## src/rtl/ant_pkg.sv

```systemverilog
// Shared ANT serial protocol constants and the receive-parser state type.
package ant_pkg;

  localparam logic [7:0] MESG_TX_SYNC              = 8'hA4;
  localparam logic [7:0] MESG_SYSTEM_RESET_ID      = 8'h4A;
  localparam logic [7:0] MESG_BROADCAST_DATA_ID    = 8'h4E;
  localparam logic [7:0] MESG_ACKNOWLEDGED_DATA_ID = 8'h4F;
  localparam logic [7:0] MESG_CHANNEL_EVENT_ID     = 8'h40;
  localparam logic [7:0] MESG_STARTUP_ID           = 8'h6F;

  typedef enum logic [2:0] {
    RX_IDLE,
    RX_LEN,
    RX_ID,
    RX_DATA,
    RX_CSUM
  } ant_rx_state_t;

endpackage

```

## src/rtl/ant_rx_timeout.sv

```systemverilog
// Inter-byte idle counter: counts enabled cycles since the last clear and
// flags expiry once TIMEOUT_CYCLES-1 is reached.
module ant_rx_timeout #(
  parameter int TIMEOUT_CYCLES = 5000000
) (
  input  logic clk,
  input  logic rst_n,
  input  logic clear,
  input  logic enable,
  output logic expire
);

  localparam int CW = $clog2(TIMEOUT_CYCLES + 1);
  localparam logic [CW-1:0] LAST = CW'(TIMEOUT_CYCLES - 1);

  logic [CW-1:0] cnt_q, cnt_d;

  // Holds at LAST so a stalled consumer never sees the count wrap.
  always_comb begin
    cnt_d = cnt_q;
    if (clear) begin
      cnt_d = '0;
    end else if (enable && (cnt_q != LAST)) begin
      cnt_d = cnt_q + CW'(1);
    end
  end

  always_ff @(posedge clk or negedge rst_n) begin
    if (!rst_n) begin
      cnt_q <= '0;
    end else begin
      cnt_q <= cnt_d;
    end
  end

  assign expire = enable && (cnt_q == LAST);

endmodule

```

## src/rtl/ant_rx_parser.sv

```systemverilog
// ANT serial receive parser: sync/len/id/data/checksum framing with timeout.
// Optional statistics counters built only when ANT_RX_STATS_EN is defined.
module ant_rx_parser
  import ant_pkg::*;
#(
  parameter int MAX_LEN        = 13,
  parameter int TIMEOUT_CYCLES = 5000000
) (
  input  logic                 c50m,
  input  logic                 nRST,
  input  logic                 rx_valid,
  input  logic [7:0]           rx_byte,
  output logic                 msg_valid,
  output logic [7:0]           msg_id,
  output logic [7:0]           msg_len,
  output logic [MAX_LEN*8-1:0] msg_data,
  output logic                 err_checksum,
  output logic                 err_length,
  output logic                 err_timeout,
  output logic                 busy,
  output logic [15:0]          good_count,
  output logic [15:0]          err_count
);

  localparam logic [7:0] MAX_LEN_B = 8'(MAX_LEN);

  ant_rx_state_t        state_q, state_d;
  logic [7:0]           len_q, len_d, id_q, id_d, idx_q, idx_d, xor_q, xor_d;
  logic [MAX_LEN*8-1:0] buf_q, buf_d;
  logic [7:0]           msg_id_q, msg_id_d, msg_len_q, msg_len_d;
  logic [MAX_LEN*8-1:0] msg_data_q, msg_data_d;
  logic                 msg_valid_q, msg_valid_d;
  logic                 err_checksum_q, err_checksum_d;
  logic                 err_length_q, err_length_d;
  logic                 err_timeout_q, err_timeout_d;
  logic                 expire;

  ant_rx_timeout #(.TIMEOUT_CYCLES(TIMEOUT_CYCLES)) u_timeout (
    .clk    (c50m),
    .rst_n  (nRST),
    .clear  (rx_valid || (state_q == RX_IDLE)),
    .enable (state_q != RX_IDLE),
    .expire (expire)
  );

  always_comb begin
    state_d        = state_q;
    len_d          = len_q;
    id_d           = id_q;
    idx_d          = idx_q;
    xor_d          = xor_q;
    buf_d          = buf_q;
    msg_id_d       = msg_id_q;
    msg_len_d      = msg_len_q;
    msg_data_d     = msg_data_q;
    msg_valid_d    = 1'b0;
    err_checksum_d = 1'b0;
    err_length_d   = 1'b0;
    err_timeout_d  = 1'b0;
    // A byte arriving on the expiry cycle takes priority over the timeout.
    if (rx_valid) begin
      unique case (state_q)
        RX_IDLE: begin
          if (rx_byte == MESG_TX_SYNC) begin
            state_d = RX_LEN;
            xor_d   = MESG_TX_SYNC;
            buf_d   = '0;
            idx_d   = '0;
          end
        end
        RX_LEN: begin
          if (rx_byte > MAX_LEN_B) begin
            err_length_d = 1'b1;
            state_d      = RX_IDLE;
          end else begin
            len_d   = rx_byte;
            xor_d   = xor_q ^ rx_byte;
            state_d = RX_ID;
          end
        end
        RX_ID: begin
          id_d    = rx_byte;
          xor_d   = xor_q ^ rx_byte;
          state_d = (len_q != 8'd0) ? RX_DATA : RX_CSUM;
        end
        RX_DATA: begin
          for (int k = 0; k < MAX_LEN; k++) begin
            if (idx_q == 8'(k)) buf_d[k*8 +: 8] = rx_byte;
          end
          xor_d = xor_q ^ rx_byte;
          idx_d = idx_q + 8'd1;
          if (idx_q == (len_q - 8'd1)) state_d = RX_CSUM;
        end
        RX_CSUM: begin
          if (rx_byte == xor_q) begin
            msg_id_d    = id_q;
            msg_len_d   = len_q;
            msg_data_d  = buf_q;
            msg_valid_d = 1'b1;
          end else begin
            err_checksum_d = 1'b1;
          end
          state_d = RX_IDLE;
        end
        default: state_d = RX_IDLE;
      endcase
    end else if (expire) begin
      err_timeout_d = 1'b1;
      state_d       = RX_IDLE;
    end
  end

  always_ff @(posedge c50m or negedge nRST) begin
    if (!nRST) begin
      state_q        <= RX_IDLE;
      len_q          <= '0;
      id_q           <= '0;
      idx_q          <= '0;
      xor_q          <= '0;
      buf_q          <= '0;
      msg_id_q       <= '0;
      msg_len_q      <= '0;
      msg_data_q     <= '0;
      msg_valid_q    <= 1'b0;
      err_checksum_q <= 1'b0;
      err_length_q   <= 1'b0;
      err_timeout_q  <= 1'b0;
    end else begin
      state_q        <= state_d;
      len_q          <= len_d;
      id_q           <= id_d;
      idx_q          <= idx_d;
      xor_q          <= xor_d;
      buf_q          <= buf_d;
      msg_id_q       <= msg_id_d;
      msg_len_q      <= msg_len_d;
      msg_data_q     <= msg_data_d;
      msg_valid_q    <= msg_valid_d;
      err_checksum_q <= err_checksum_d;
      err_length_q   <= err_length_d;
      err_timeout_q  <= err_timeout_d;
    end
  end

  assign msg_valid    = msg_valid_q;
  assign msg_id       = msg_id_q;
  assign msg_len      = msg_len_q;
  assign msg_data     = msg_data_q;
  assign err_checksum = err_checksum_q;
  assign err_length   = err_length_q;
  assign err_timeout  = err_timeout_q;
  assign busy         = (state_q != RX_IDLE);

`ifdef ANT_RX_STATS_EN
  logic [15:0] good_cnt_q, good_cnt_d, err_cnt_q, err_cnt_d;

  always_comb begin
    good_cnt_d = good_cnt_q;
    err_cnt_d  = err_cnt_q;
    if (msg_valid_q && (good_cnt_q != 16'hFFFF)) good_cnt_d = good_cnt_q + 16'd1;
    if ((err_checksum_q || err_length_q || err_timeout_q) && (err_cnt_q != 16'hFFFF))
      err_cnt_d = err_cnt_q + 16'd1;
  end

  always_ff @(posedge c50m or negedge nRST) begin
    if (!nRST) begin
      good_cnt_q <= '0;
      err_cnt_q  <= '0;
    end else begin
      good_cnt_q <= good_cnt_d;
      err_cnt_q  <= err_cnt_d;
    end
  end

  assign good_count = good_cnt_q;
  assign err_count  = err_cnt_q;
`else
  assign good_count = 16'd0;
  assign err_count  = 16'd0;
`endif

endmodule

```

## config.mk

```make
export PLATFORM = sky130hd
export DESIGN_NAME = ant_rx_parser
export DESIGN_NICKNAME = d
export VERILOG_FILES = /design/src/rtl/ant_pkg.sv /design/src/rtl/ant_rx_timeout.sv /design/src/rtl/ant_rx_parser.sv
export SDC_FILE = /design/constraint.sdc
export NUM_CORES = 1
export LEC_CHECK = 0
export CORE_MARGIN = 2
export CORE_UTILIZATION = 50
export DETAILED_ROUTE_END_ITERATION = 6
export GPL_TIMING_DRIVEN = 0
export PLACE_DENSITY = 0.79
export SLEW_MARGIN = 30
export SYNTH_ARGS = -nofsm -noshare
export SYNTH_HDL_FRONTEND = slang
export SYNTH_SLANG_ARGS = --single-unit
```

## constraint.sdc

```tcl
create_clock -name c50m -period 5.49 [get_ports c50m]
set_input_delay 0.549 -clock c50m [delete_from_list [all_inputs] [get_ports c50m]]
set_output_delay 0.549 -clock c50m [all_outputs]
set_load 0.03 [all_outputs]
```

-- Word-level counts from Yosys, hierarchy flattened
Cells that the tools add are included.
W data, S select, Z words.
- logic and storage cells: 141
- bits of input ports: 11
- flip-flop bits (word level): 286
- output and inout bits: 157
- bitwise gates (word level): 2
- reduce and logical (&&, ||, !) cells: 31
- eq/ne operators: 38
- $lt $le $gt $ge: 1
- $add $sub $neg: 3
- muxes and demuxes: 40
- operators with widths (kind ; number):
    $pmux W104 S2 ; 1
    $mux W8 ; 16
    $mux W104 ; 1
    $reduce_and A4 Y1 ; 14
    $mux W23 ; 2
    $eq A8 B4 Y1 const B ; 5
    $eq A8 B3 Y1 const B ; 4
    $ne A2 B2 Y1 const B ; 14
    $pmux W8 S3 ; 1
    $add A23 B1 Y23 const B ; 1
    $eq A23 B23 Y1 const B ; 1
    $ne A23 B23 Y1 const B ; 1
    $eq A8 B2 Y1 const B ; 2
    $eq A8 B8 Y1 ; 2
    $pmux W8 S2 ; 1
    $mux W3 ; 5
    $pmux W3 S4 ; 1
    $reduce_and A3 Y1 ; 4
    $mux W1 ; 11
    $add A8 B1 Y8 const B ; 1
    $eq A8 B1 Y1 const B ; 1
    $eq A8 B8 Y1 const B ; 1
    $gt A8 B4 Y1 const B ; 1
    $logic_not A8 Y1 ; 1
    other kinds (18) ; 23

-- Longest topological paths before layout
Gate-level depths: netlist of run 1.
- word-level depth: 5
- mapped depth: 9
- depth with buffers taken out: 7

-- Hierarchy
From an unflattened synthesis of run 1, not the netlist that was laid out.
- cell total of the unflattened synthesis: 1144
- area total of the unflattened synthesis: 12338.1 µm²
- modules (own cells, without submodules) (module ; sequential area each (µm²) ; area an instance (µm²) ; cells an instance ; instances):
    ant_rx_parser ; 6581.3 ; 11033.1 ; 1010 ; 1
    ant_rx_timeout ; 575.6 ; 1305.0 ; 134 ; 1

-- Worst setup path before layout of run 1
No wires, ideal clock.
- kind: in2reg
- start: input port rx_byte[1]
- end: register msg_data_q[79] (netlist: msg_data[79])
- setup time: 0.128 ns
- stages on the path: 8
- data required time: 5.362 ns
- data arrival time: 2.153 ns
- setup slack: 3.209 ns
- buffers on the path: 4
- path through: clkbuf_1 xnor2_1 nand4_1 or3_1 buf_2 buf_6 buf_2 mux2_1
- word-level cells in the longest chain between the ends: 2
- RTL lines (what ; RTL line ; RTL):
    start, declared ; ant_rx_parser.sv:12 ; input logic [7:0] rx_byte,
    $eq A8 B8 Y1 ; ant_rx_parser.sv:95 ; if (rx_byte == xor_q) begin
    $reduce_and A3 Y1 (no source line) ; - ;
    end signal, assigned ; ant_rx_parser.sv:137 ; msg_data_q <= msg_data_d;
    end, declared ; ant_rx_parser.sv:31 ; logic [MAX_LEN*8-1:0] msg_data_q, msg_data_d;
Every way passes these cells.
A chain may end at the register's enable or synchronous reset.

-- Final worst setup path of run 1
- start: register state_q[1]
- end: output port busy
- word-level cells in the longest chain between the ends: 1
- RTL lines (what ; RTL line ; RTL):
    start, declared ; ant_rx_parser.sv:27 ; ant_rx_state_t state_q, state_d;
    start signal, assigned ; ant_rx_parser.sv:129 ; state_q <= state_d;
    $reduce_bool A3 Y1 ; ant_rx_parser.sv:152 ; assign busy = (state_q != RX_IDLE);
    end, declared ; ant_rx_parser.sv:20 ; output logic busy,
Every way passes these cells.

==> results of run 1 <==
-- critical path, cell delays in order (launching register included) --
cell             delay, ns
dfrtp_1               0.36
clkbuf_1              0.22
nor3_2                0.37
inv_1                 0.13
clkdlybuf4s50_1       0.64
-- where the power goes --
group	switching (W)	total, W	internal, W
registers	0.000252	0.00280	0.00254
logic	0.000699	0.00133	0.000629
clock network	0.000800	0.00187	0.00107
-- registers in the layout (all words and copies together) (netlist names) --
name / flops
buf_q: 104
err_checksum: 1
err_length: 1
err_timeout: 1
id_q: 8
idx_q: 8
len_q: 8
msg_data: 104
msg_id: 8
msg_len: 8
msg_valid: 1
state_q: 3
u_timeout.cnt_q: 23
xor_q: 8
-- metal layers --
| layer | track usage, % | vias up |
|---|---|---|
| li1 | - | 3470 |
| met1 | 29.0 | 3861 |
| met2 | 33.2 | 179 |
| met3 | 3.05 | 41 |
| met4 | 4.87 | 0 |
| met5 | 0 | - |
-- cell usage in the layout (no fill, tap or decap), types with 25 or more instances in the layout --
master | netlist | routed
buf_4 | 33 | 33
clkbuf_1 | 16 | 25
clkbuf_16 | 0 | 29
clkdlybuf4s50_1 | 0 | 131
conb_1 | 1 | 32
dfrtp_1 | 286 | 286
mux2_1 | 25 | 25
mux2_2 | 206 | 206
nand2_1 | 31 | 31
nor2_1 | 31 | 31
xnor2_1 | 25 | 25
-- logic make-up after synthesis --
| group | Yosys count | share of synthesized area [%] |
|---|---|---|
| buf+inv | 88 | 4.11 |
| other cells | 1 | 0.0306 |
| xor+xnor | 42 | 3.00 |
| fa+ha+maj | 8 | 0.797 |
| simple gates | 175 | 8.72 |
| compound gates | 63 | 3.43 |
| flops | 286 | 58.5 |
| mux | 233 | 21.5 |
-- Yosys cell counts, drive strengths merged, types with 4 or more instances --
| library cell | count | area share [%] |
|---|---|---|
| a21oi | 20 | 0.82 |
| a22o | 5 | 0.36 |
| a31oi | 8 | 0.46 |
| and2 | 12 | 0.61 |
| and3 | 8 | 0.41 |
| buf | 58 | 3.2 |
| clkbuf | 17 | 0.53 |
| dfrtp | 286 | 58 |
| ha | 7 | 0.72 |
| inv | 12 | 0.37 |
| mux2 | 232 | 21 |
| nand2 | 31 | 0.95 |
| nand2b | 5 | 0.32 |
| nand3 | 10 | 0.41 |
| nand4 | 9 | 0.46 |
| nor2 | 39 | 1.7 |
| nor2b | 7 | 0.36 |
| nor3 | 11 | 0.62 |
| nor4 | 8 | 0.46 |
| nor4b | 4 | 0.41 |
| o21ai | 14 | 0.57 |
| or2 | 6 | 0.31 |
| or3 | 10 | 0.59 |
| or4 | 6 | 0.41 |
| xnor2 | 25 | 1.8 |
| xor2 | 17 | 1.2 |
-- how the worst min path moves through the flow --
stage,end,slack [ns],cells past startpoint
CTS,err_checksum,0.39,3
detailed placement,id_q[3],0.44,1
floorplan,buf_q[0],0.25,0
global placement,msg_data[97],0.46,1
global route,err_checksum,0.42,3
finish,err_checksum,0.41,3
-- cell type report --
type                    count  area share [%]
plain buffers              75            3.01
clock buffers              42            5.40
clock inverters             8           0.548
inverters                  13           0.324
multi-input cells         553            31.2
flip-flops and latches    286            47.5
well taps                 324            2.69
repair buffers            136            9.41
-- stage by stage --
step	setup TNS, ns	setup WS [ns]	cells	instance area, µm²	hold WS (ns)
after global placement	-2274.15	-7.98	1383	14100	0.461
after global routing	0	2.55	1437	15100	0.420
after floorplan	0	3.21	927	12400	0.253
after detailed placement	0	2.47	1386	14200	0.441
after CTS	0	2.68	1437	15100	0.392
final	0	2.67	1437	15100	0.412
==> metrics.txt, run 1 <==
Placement Rows 57; fin crit period 2.82 ns; Clock Pin Slew Worst Setup and Hold Paths 0.06 ns; Iter 0 DRT Violations 414; Sequential Area 7160 µm²; cell count after synthesis 896; CP arrival 2.27 ns; critical path type register to output pin; grt total ovfl 0; Die H 160 µm; FF-to-FF path depth 6; fin util 62.4%; initial antenna violation count 0; FF-to-FF End buf_q[42]; Clock Sinks 286; Avg Vias per Cell 5.25; CTS tree yes; outcome completed; WL per Instance 17.8 µm; post-route ant nets 0; maxcap violations 0; Max Clock Freq 355 MHz; ANT cells 0; Initial Util 50.6%; reg2reg setup slack 2.82 ns; H-Tree Level Count 1; Multi-input gate area 4700 µm²; vias in the first global route 7,840; Min-Delay Path Class input pin to register; Tcrit/Tclk final 51.3%; M1 wire length 11,700 µm; DR vias 7,551; Hold-fix buffers, CTS 1; Max Slew Vio Count 0; met2 routed WL 12,200 µm; Synth cell types 66; skew final 0.0205 ns; Longest Clk Path Bufs 3; Routability Congestion 0.795; main flop type after synthesis dfrtp_1; CP required 4.94 ns; Post-synth EDFFs 0; P per Cell Area 398 nW/µm²; Post-Route WL 25,600 µm; top layer in use met4; first-pass GRT wire length 42,200 µm; largest net degree at the start of global routing 90; Die ar. 25,800 µm²; HPWL after detailed placement 17,400 µm; DR pass1 iterations 4; RSZ-0062 raised after global routing false; Synth Warn # 0; die width 160 µm; # IOs 168; hold path startpoint rx_valid; Layout area overhead 23.2%; Startpoint Class register; sequential fraction of the synthesis area 58.5%; RR Startpoint state_q[0]; CTS root buffer clkbuf_16; layout cells sized above 1 30.1%; worst setup path endpoint busy; Clock Latency Late Sink 0.55 ns; Power Total 0.00600 W; endpoints failing setup 0; relative slew slack 42.0%; worst setup path startpoint state_q[1]; Peak VDD IR 271 µV; nature of the critical path endpoint output pin; Worst Tran Pin Value 0.866 ns; synthesized area 12,200 µm²; Yosys reg bits 286; Fin. Hold Viols 0; fillcell total 1,895; share of flip-flops with an asynchronous set or reset 100%; cts repair resizes 0; top fanout value on the critical path 10; TritonCTS Buffers 29; WL met3 1160 µm; Port Buffer Count 132; post-synthesis average cell area 13.7 µm²; # nets final 1,112; drc violations 0; core area 24,200 µm²; Setup Buffers After CTS 0; all-layer global routing usage 20.3%; leakage 7.24 nW
Note: power is estimated with default switching activity, not from simulation.
==> run 2: changes to the inputs <==
PLACE_DENSITY = 0.82   (was 0.79)
clock period = 2.45 ns   (was 5.49 ns; I/O delays follow)
==> run 2 against run 1 <==
Sequential power increased by 130%. Count of clock-buffer cells in the layout decreased by 3. Critical path type is now register to register. Flip-flop and latch count unchanged.
==> metrics.txt, run 2 (same netlist as run 1, synthesis figures left out) <==
leakage 7.32 nW; dpl cells 1,386; all-layer global routing usage 20.3%; post-route ant nets 0; Max Clock Freq 432 MHz; RR Startpoint state_q[0]; Peak VDD IR 574 µV; crit-path cells clkbuf_2, nor2_4, nand3_1, or3_1, buf_2, buf_6, clkbuf_4, mux2_1; Multi-input gate area 4710 µm²; fin crit period 2.31 ns; layout cells sized above 1 31.4%; Sequential Area 7160 µm²; worst setup path startpoint state_q[0]; drc violations 0; core area 24,200 µm²; Worst path top cell family by delay buffers and inverters; maxcap violations 0; Layout area overhead 24.0%; Min-Delay Path Class input pin to register; Post-Route WL 25,900 µm; CTS root buffer clkbuf_16; Max Slew Vio Count 0; worst hold margin 0.0925 ns; HPWL after detailed placement 17,500 µm; reg2reg setup slack 0.14 ns; Worst Tran Pin Value 0.814 ns; relative slew slack 45.5%; skew final 0.00755 ns; H-Tree Level Count 1; grt total ovfl 0; Buf+Inv Stages, Crit Path 4; worst setup path endpoint msg_len[5]; outcome completed; CP arrival 2.74 ns; endpoints failing setup 0; Die ar. 25,800 µm²; RSZ-0062 raised after global routing false; DR vias 7,555; Iter 0 DRT Violations 417; # IOs 168; nature of the critical path endpoint register; Power Total 0.0137 W; Avg Vias per Cell 5.25; fin cells 1,438; Longest Clk Path Bufs 3; Setup Buffers After CTS 0; WL per Instance 18.0 µm; Initial Util 50.6%; Fin. Hold Viols 0; initial antenna violation count 0; Port Buffer Count 132; vias in the first global route 7,762; setup TNS 0 ns; Placement Rows 57; Die H 160 µm; first-pass GRT wire length 41,700 µm; P per Cell Area 905 nW/µm²; Clock Sinks 286; Clock Latency Late Sink 0.55 ns; Clock Pin Slew Worst Setup and Hold Paths 0.06 ns; critical path depth 8; ANT cells 0; FF-to-FF path depth 8; FF-to-FF End msg_len[5]; die width 160 µm; fin util 62.8%; # nets final 1,111; Slowest-stage cell, CP dfrtp_1; top fanout value on the critical path 10; Tcrit/Tclk final 94.5%; Routability Congestion 0.852; DR pass1 iterations 5; largest net degree at the start of global routing 89; fillcell total 1,809; Crit path largest cell delay 0.41 ns; CP required 2.88 ns; commonest non-fill, non-tap cell in the layout dfrtp_1; critical path type register to register; most frequent cells in the layout 286 x dfrtp_1, 206 x mux2_2, 130 x clkdlybuf4s50_1, 33 x buf_4, 32 x conb_1; CTS tree yes; TritonCTS Buffers 29; Startpoint Class register
==> run 2: cell count changes in the layout (fill, tap and decap cells not counted), moves of 2 or more <==
cell	before	now
bufinv_16	1	3
clkbuf_1	25	12
clkbuf_2	1	10
clkinv_4	0	2
==> run 2: power by group <==
| group | leakage [nW] | internal (W) | switching, W |
|---|---|---|---|
| registers | 3.92 | 0.00570 | 0.000597 |
| logic | 2.92 | 0.00142 | 0.00156 |
| clock network | 0.482 | 0.00263 | 0.00183 |
| total | 7.32 | 0.00975 | 0.00399 |
==> run 2: stage by stage <==
| stage | worst slack (ns) | instance area [µm²] |
|---|---|---|
| final | 0.135 | 15200 |
| after global routing | 0.0135 | 15200 |
| after CTS | 0.0529 | 15200 |
| after detailed placement | -0.307 | 14200 |
| after global placement | -10.70 | 14100 |
| after floorplan | 0.390 | 12400 |
==> run 2: timing repair <==
| action | CTS | global route |
|---|---|---|
| setup endpoints to repair | 71 | 77 |
| hold buffers | 1 | 0 |
| gates cloned | 0 | 0 |
| pin swaps | 0 | 1 |
| gates resized for setup | 8 | 8 |
| hold endpoints to repair | 61 | 0 |
==> run 2: worst register-to-register path: stages, from the launching register on <==
cell      delay [ns]
dfrtp_1         0.41
clkbuf_2        0.21
nor2_4          0.16
nand3_1         0.11
or3_1           0.34
buf_2           0.21
buf_6           0.17
clkbuf_4        0.24
mux2_1          0.35
==> run 2: how the worst min path moves through the flow <==
stage / slack [ns] / cells past startpoint / start / to
2_1_floorplan: -0.05 / 0 / nRST / buf_q[0]
3_3_place_gp: 0.46 / 1 / buf_q[52] / buf_q[52]
3_5_place_dp: 0.21 / 1 / nRST / msg_data[17]
4_1_cts: 0.07 / 3 / rx_valid / err_checksum
5_1_grt: 0.10 / 2 / rx_valid / state_q[2]
6_report: 0.09 / 3 / rx_valid / err_checksum
==> run 2: area by class of cell <==
| type | count | area share (%) |
|---|---|---|
| flip-flops and latches | 286 | 47.2 |
| multi-input cells | 553 | 31.1 |
| repair buffers | 136 | 9.34 |
| clock buffers | 39 | 5.29 |
| plain buffers | 74 | 3.06 |
| well taps | 324 | 2.67 |
| clock inverters | 13 | 1.10 |
| inverters | 13 | 0.322 |
==> run 2: layer usage <==
metal  vias to the layer above  GRT usage, %  share of wire, %
met1                      3866          28.4                45
met2                       170          33.7                49
met5                         -             0                 0
met4                         0          5.65               2.2
met3                        43          2.63               4.5
li1                       3476             -                 -
